--- config.mk ---
export PLATFORM = sky130hd
export DESIGN_NAME = alu_srl_seq
export DESIGN_NICKNAME = d
export VERILOG_FILES = /design/src/rtl/alu_srl_seq.sv
export SDC_FILE = /design/constraint.sdc
export NUM_CORES = 1
export LEC_CHECK = 0
export CAP_MARGIN = 20
export CORE_MARGIN = 3
export CORE_UTILIZATION = 53
export DETAILED_ROUTE_END_ITERATION = 10
export PLACE_DENSITY = 0.83
export RECOVER_POWER = 50
export SYNTH_ARGS = -nofsm -noshare
export SYNTH_HDL_FRONTEND = slang
export SYNTH_SLANG_ARGS = --single-unit
--- constraint.sdc ---
create_clock -name clk -period 3.8 [get_ports clk]
set_input_delay 0.57 -clock clk [delete_from_list [all_inputs] [get_ports clk]]
set_output_delay 0.57 -clock clk [all_outputs]
set_load 0.02 [all_outputs]
--- src/rtl/alu_srl_seq.sv ---
`default_nettype none
// ============================================================================
//  Module   : alu_srl_seq
//  Brief    : Sequential right shifter. Shifts an N-bit operand right by one
//             bit per clock, logical (zero-fill) or arithmetic (sign-fill),
//             and presents the registered result with a one-cycle done pulse.
//  Options  : define ALU_SRL_SRA_EN to honour the arith input; without it the
//             arith port is present but every shift is logical.
//  Revision : 1.0  initial release
// ============================================================================
module alu_srl_seq #(
  parameter int N  = 32,
  parameter int SW = 5
) (
  input  logic          clk,
  input  logic          rst,
  input  logic          start,
  input  logic [N-1:0]  A,
  input  logic [SW-1:0] S,
  input  logic          arith,
  output logic [N-1:0]  Z,
  output logic          busy,
  output logic          done
);

  typedef enum logic [1:0] {
    ST_IDLE  = 2'd0,
    ST_SHIFT = 2'd1,
    ST_DONE  = 2'd2
  } state_t;

  localparam logic [SW-1:0] C_CNT_ZERO = '0;
  localparam logic [SW-1:0] C_CNT_ONE  = {{(SW-1){1'b0}}, 1'b1};

  state_t        r_state;
  state_t        w_state_next;
  logic [N-1:0]  r_work;
  logic [N-1:0]  w_work_next;
  logic [SW-1:0] r_cnt;
  logic [SW-1:0] w_cnt_next;
  logic          r_fill;
  logic          w_fill_next;
  logic [N-1:0]  r_z;
  logic          w_arith_en;

`ifdef ALU_SRL_SRA_EN
  assign w_arith_en = arith;
`else
  // Sign fill disabled: arith is deliberately masked off.
  assign w_arith_en = arith & 1'b0;
`endif

  // Next-state, working-register and counter logic for the shift sequence.
  always_comb begin
    w_state_next = r_state;
    w_work_next  = r_work;
    w_cnt_next   = r_cnt;
    w_fill_next  = r_fill;
    case (r_state)
      ST_IDLE: begin
        if (start) begin
          w_work_next  = A;
          w_cnt_next   = S;
          // Fill bit is fixed at capture time from the operand MSB.
          w_fill_next  = w_arith_en & A[N-1];
          w_state_next = (S == C_CNT_ZERO) ? ST_DONE : ST_SHIFT;
        end
      end
      ST_SHIFT: begin
        w_work_next = {r_fill, r_work[N-1:1]};
        w_cnt_next  = r_cnt - C_CNT_ONE;
        // Count of one means this edge performs the last shift.
        if (r_cnt <= C_CNT_ONE) begin
          w_state_next = ST_DONE;
        end
      end
      ST_DONE: begin
        w_state_next = ST_IDLE;
      end
      default: begin
        w_state_next = ST_IDLE;
      end
    endcase
  end

  // State, working registers and result register; reset overrides everything.
  always_ff @(posedge clk) begin
    if (rst) begin
      r_state <= ST_IDLE;
      r_work  <= '0;
      r_cnt   <= '0;
      r_fill  <= 1'b0;
      r_z     <= '0;
    end else begin
      r_state <= w_state_next;
      r_work  <= w_work_next;
      r_cnt   <= w_cnt_next;
      r_fill  <= w_fill_next;
      // Result is captured on the edge that enters DONE (from IDLE when S=0).
      if (w_state_next == ST_DONE) begin
        r_z <= w_work_next;
      end
    end
  end

  assign Z    = r_z;
  assign busy = (r_state != ST_IDLE);
  assign done = (r_state == ST_DONE);

endmodule
`default_nettype wire

==> PnR_summary.wiki <==
{| class="wikitable"
! Metric !! Value
|-
| Number of I/O port buffers || 73
|-
| Startpoint class of the critical path || input pin
|-
| Number of post-CTS setup repair buffers || 0
|-
| TritonCTS clock tree || yes
|-
| Ys Warns || 0
|-
| Power share of the combinational group || 21.9%
|-
| Cell with the largest stage delay on the worst path || sky130_fd_sc_hd__dlygate4sd3_1
|-
| # diodes || 0
|-
| FF+latch count, synth || 71
|-
| Worst Path Buf+Inv || 2
|-
| Most common cell after layout, fill and taps aside || sky130_fd_sc_hd__dfxtp_1
|-
| Data arrival time of the critical path || 2810 ps
|-
| Highest fanout seen on the critical path || 34
|-
| # clock sinks || 71
|-
| Starting Density || 55.9%
|-
| Switching power share of the total || 27.1%
|-
| Per-cell via count in the routed design || 5.42
|-
| Wire length of the first global-routing pass || 11500 µm
|-
| Total via count after detailed routing || 2412
|-
| Pin count of the biggest net entering global routing || 66
|-
| Register-to-Register Setup Slack || 1260 ps
|-
| Peak VDD IR || 0.285 mV
|-
| Net Count, Synth || 345
|-
| Height of the die || 83.1 µm
|-
| Avg Cell Area, Syn || 10.4 µm²
|-
| Worst slew slack as a fraction of its limit || 30.2%
|-
| Max-slew violation total from the final report || 0
|-
| Time the worst path needs with I/O delays and setup || 2590 ps
|-
| Final WL || 6760 µm
|-
| Number of buffers inserted by hold repair at cts || 0
|-
| H-tree Lvls || 3
|-
| Chip width || 83.1 µm
|-
| Setup skew after layout || 12.5 ps
|-
| Type of destination of the critical path || flip-flop
|-
| DRT Pass-1 Iters || 5
|-
| Number of filler cells placed in the layout || 411
|-
| Total standard cell area after synthesis || 3150 µm²
|-
| Congestion Overflow GR || 0
|-
| Max-cap violation count || 0
|-
| Final setup violation count || 0
|-
| Final period utilization || 68.2%
|-
| Fraction of layout cells with a size suffix above 1 || 23.1%
|-
| Initial antenna violation count || 0
|-
| Max Fclk || 386 MHz
|-
| Commonest cells after routing, fill and taps aside || sky130_fd_sc_hd__dfxtp_1, sky130_fd_sc_hd__clkdlybuf4s50_1, sky130_fd_sc_hd__inv_1, sky130_fd_sc_hd__nor2b_1, sky130_fd_sc_hd__a21oi_1
|-
| Internal power summed over all cells || 1.41 mW
|-
| Sequential cell fraction of total power || 45.3%
|-
| Overall power || 1.94 mW
|-
| CTS max path bufs || 2
|-
| Std-Cell Core Area || 5640 µm²
|-
| Sw power || 525 µW
|-
| Worst slew pin tran || 1050 ps
|-
| DRT antenna net count || 0
|-
| Sequential element share of the synthesized area || 45.1%
|-
| Post-synthesis cell count || 302
|-
| Type of the setup path with the least slack || in -> reg
|-
| Vias in the first global route || 2426
|-
| Status || finished clean
|-
| Setup repair after global routing missed its margin || false
|-
| Critical path data required time || 4020 ps
|-
| Overall track demand over capacity in global routing || 20.2%
|-
| Cells along the critical path || dlygate4sd3_1, nand2_4, o22ai_4, buf_12, mux2_2
|-
| Worst min-delay path class || reg -> reg
|-
| Worst-skew pair later-pin latency || 340 ps
|-
| Clock share of power || 32.8%
|-
| I/O pins || 75
|-
| Number of placement rows || 27
|-
| DP HPWL || 4430 µm
|-
| CTS buffer count || 9
|-
| CTS Root Buffer Type || sky130_fd_sc_hd__clkbuf_8
|-
| Worst setup slack after placement || 944 ps
|-
| Power density of the placed cells || 477 nW/µm²
|-
| Drt first-iter violations || 143
|-
| Synthesis-to-finish area growth || 28.6%
|-
| Total Neg Setup Slack || 0 ps
|-
| Hold violation total from the final report || 0
|-
| Final Worst Setup Slack || 1210 ps
|-
| Standby leakage power || 1.72 nW
|-
| Post-layout util || 71.9%
|-
| Number of distinct standard cells referenced by the synthesized netlist || 36
|-
| DIE AREA || 6910 µm²
|-
| Average detailed-routed wire length per instance || 15.2 µm
|-
| Remaining routing DRC violations || 0
|-
| Number of nets in the final layout || 411
|-
| Gp weighted congestion || 0.819
|-
| Post-CTS resize count || 0
|-
| Clock-pin slew on the worst setup and hold paths || 70 ps
|-
| Crit path max-delay family || buffers and inverters
|-
| Slowest cell delay on critical path || 700 ps
|}
synth_stat cells:
library cell | instances | area share (%)
sky130_fd_sc_hd__a211oi_1 | 1 | 0.24
sky130_fd_sc_hd__a21oi_1 | 36 | 5.7
sky130_fd_sc_hd__a22oi_1 | 2 | 0.48
sky130_fd_sc_hd__a31oi_1 | 2 | 0.40
sky130_fd_sc_hd__a32oi_1 | 2 | 0.56
sky130_fd_sc_hd__and2_1 | 1 | 0.20
sky130_fd_sc_hd__buf_2 | 4 | 0.63
sky130_fd_sc_hd__buf_4 | 1 | 0.24
sky130_fd_sc_hd__buf_6 | 7 | 2.5
sky130_fd_sc_hd__buf_8 | 3 | 1.4
sky130_fd_sc_hd__clkbuf_1 | 8 | 0.95
sky130_fd_sc_hd__dfxtp_1 | 71 | 45
sky130_fd_sc_hd__ha_1 | 2 | 0.79
sky130_fd_sc_hd__inv_1 | 36 | 4.3
sky130_fd_sc_hd__mux2_2 | 22 | 7.9
sky130_fd_sc_hd__mux2_4 | 10 | 4.8
sky130_fd_sc_hd__nand2_1 | 4 | 0.48
sky130_fd_sc_hd__nand2_4 | 1 | 0.36
sky130_fd_sc_hd__nand2b_1 | 1 | 0.20
sky130_fd_sc_hd__nand3b_1 | 1 | 0.24
sky130_fd_sc_hd__nor2_1 | 6 | 0.71
sky130_fd_sc_hd__nor2_2 | 1 | 0.20
sky130_fd_sc_hd__nor2_8 | 1 | 0.63
sky130_fd_sc_hd__nor2b_1 | 36 | 7.1
sky130_fd_sc_hd__nor3_1 | 1 | 0.16
sky130_fd_sc_hd__nor3_2 | 1 | 0.32
sky130_fd_sc_hd__nor4_1 | 1 | 0.20
sky130_fd_sc_hd__o21ai_0 | 3 | 0.48
sky130_fd_sc_hd__o21ai_1 | 1 | 0.16
sky130_fd_sc_hd__o221a_1 | 1 | 0.36
sky130_fd_sc_hd__o221a_2 | 30 | 11
sky130_fd_sc_hd__o22ai_1 | 1 | 0.20
sky130_fd_sc_hd__o22ai_4 | 1 | 0.63
sky130_fd_sc_hd__o311ai_0 | 1 | 0.28
sky130_fd_sc_hd__or3_1 | 1 | 0.20
sky130_fd_sc_hd__or4_1 | 1 | 0.24
power groups by stage:
stage | Combinational, mW | Clock (mW) | Sequential (mW)
3_5_place_dp | 0.427 | 0 | 0.894
4_1_cts | 0.434 | 0.642 | 0.877
6_report | 0.424 | 0.635 | 0.877
3_3_place_gp | 0.418 | 0 | 0.890
5_1_grt | 0.463 | 0.680 | 0.888
2_1_floorplan | 0.281 | 0 | 0.910
cell families after synthesis:
logic type	count (synthesis)	share of synthesized area, %
adder cells (fa/ha/maj)	2	0.794
AND/OR/NAND/NOR	57	11.3
buffers and inverters	59	10.0
flip-flops	71	45.1
multiplexers	32	12.6
AO/OA/AOI/OAI	81	20.2
sequential cells by signal, summed over array words and instances, names as in the netlist:
register,flops
r_work,32
Z,32
r_state,2
r_cnt,5
area by class of cell:
type | count | area, µm² | area share (%)
clock buffer | 12 | 135 | 3.33
clock inverter | 4 | 70.1 | 1.73
inverter | 36 | 135 | 3.33
multi-input combinational | 172 | 1420 | 34.9
sequential | 71 | 1420 | 35.1
tap | 72 | 90.1 | 2.22
timing repair buffer | 78 | 788 | 19.4
metal layers:
| layer | up-vias | track usage, % | share of wire, % |
|---|---|---|---|
| met5 | - | 0 | 0 |
| met4 | 0 | 8.92 | 1.5 |
| met3 | 10 | 4.07 | 4.6 |
| met2 | 72 | 31.9 | 50 |
| met1 | 1139 | 26.6 | 44 |
| li1 | 1191 | - | - |
metrics by stage:
stage,cells,hold WS (ps),cell area (µm²)
CTS,444,501,4040
detailed placement,428,491,3830
floorplan,302,466,3150
global placement,428,476,3830
global route,445,515,4060
finish,445,494,4060
worst register-to-register path: stages, from the launching register on:
cell	delay, ps
sky130_fd_sc_hd__dfxtp_1	640
sky130_fd_sc_hd__nor2b_1	890
sky130_fd_sc_hd__buf_4	390
sky130_fd_sc_hd__a21oi_1	110
sky130_fd_sc_hd__o221a_2	140
sky130_fd_sc_hd__mux2_4	260
final timing paths:
kind / cells after the start / startpoint / to
max: 5 / start / Z[17]
min: 2 / r_cnt[4] / r_cnt[4]
max reg2reg: 5 / r_state[0] / Z[3]
min reg2reg: 2 / r_cnt[4] / r_cnt[4]
(Power assumes the default switching activity.)
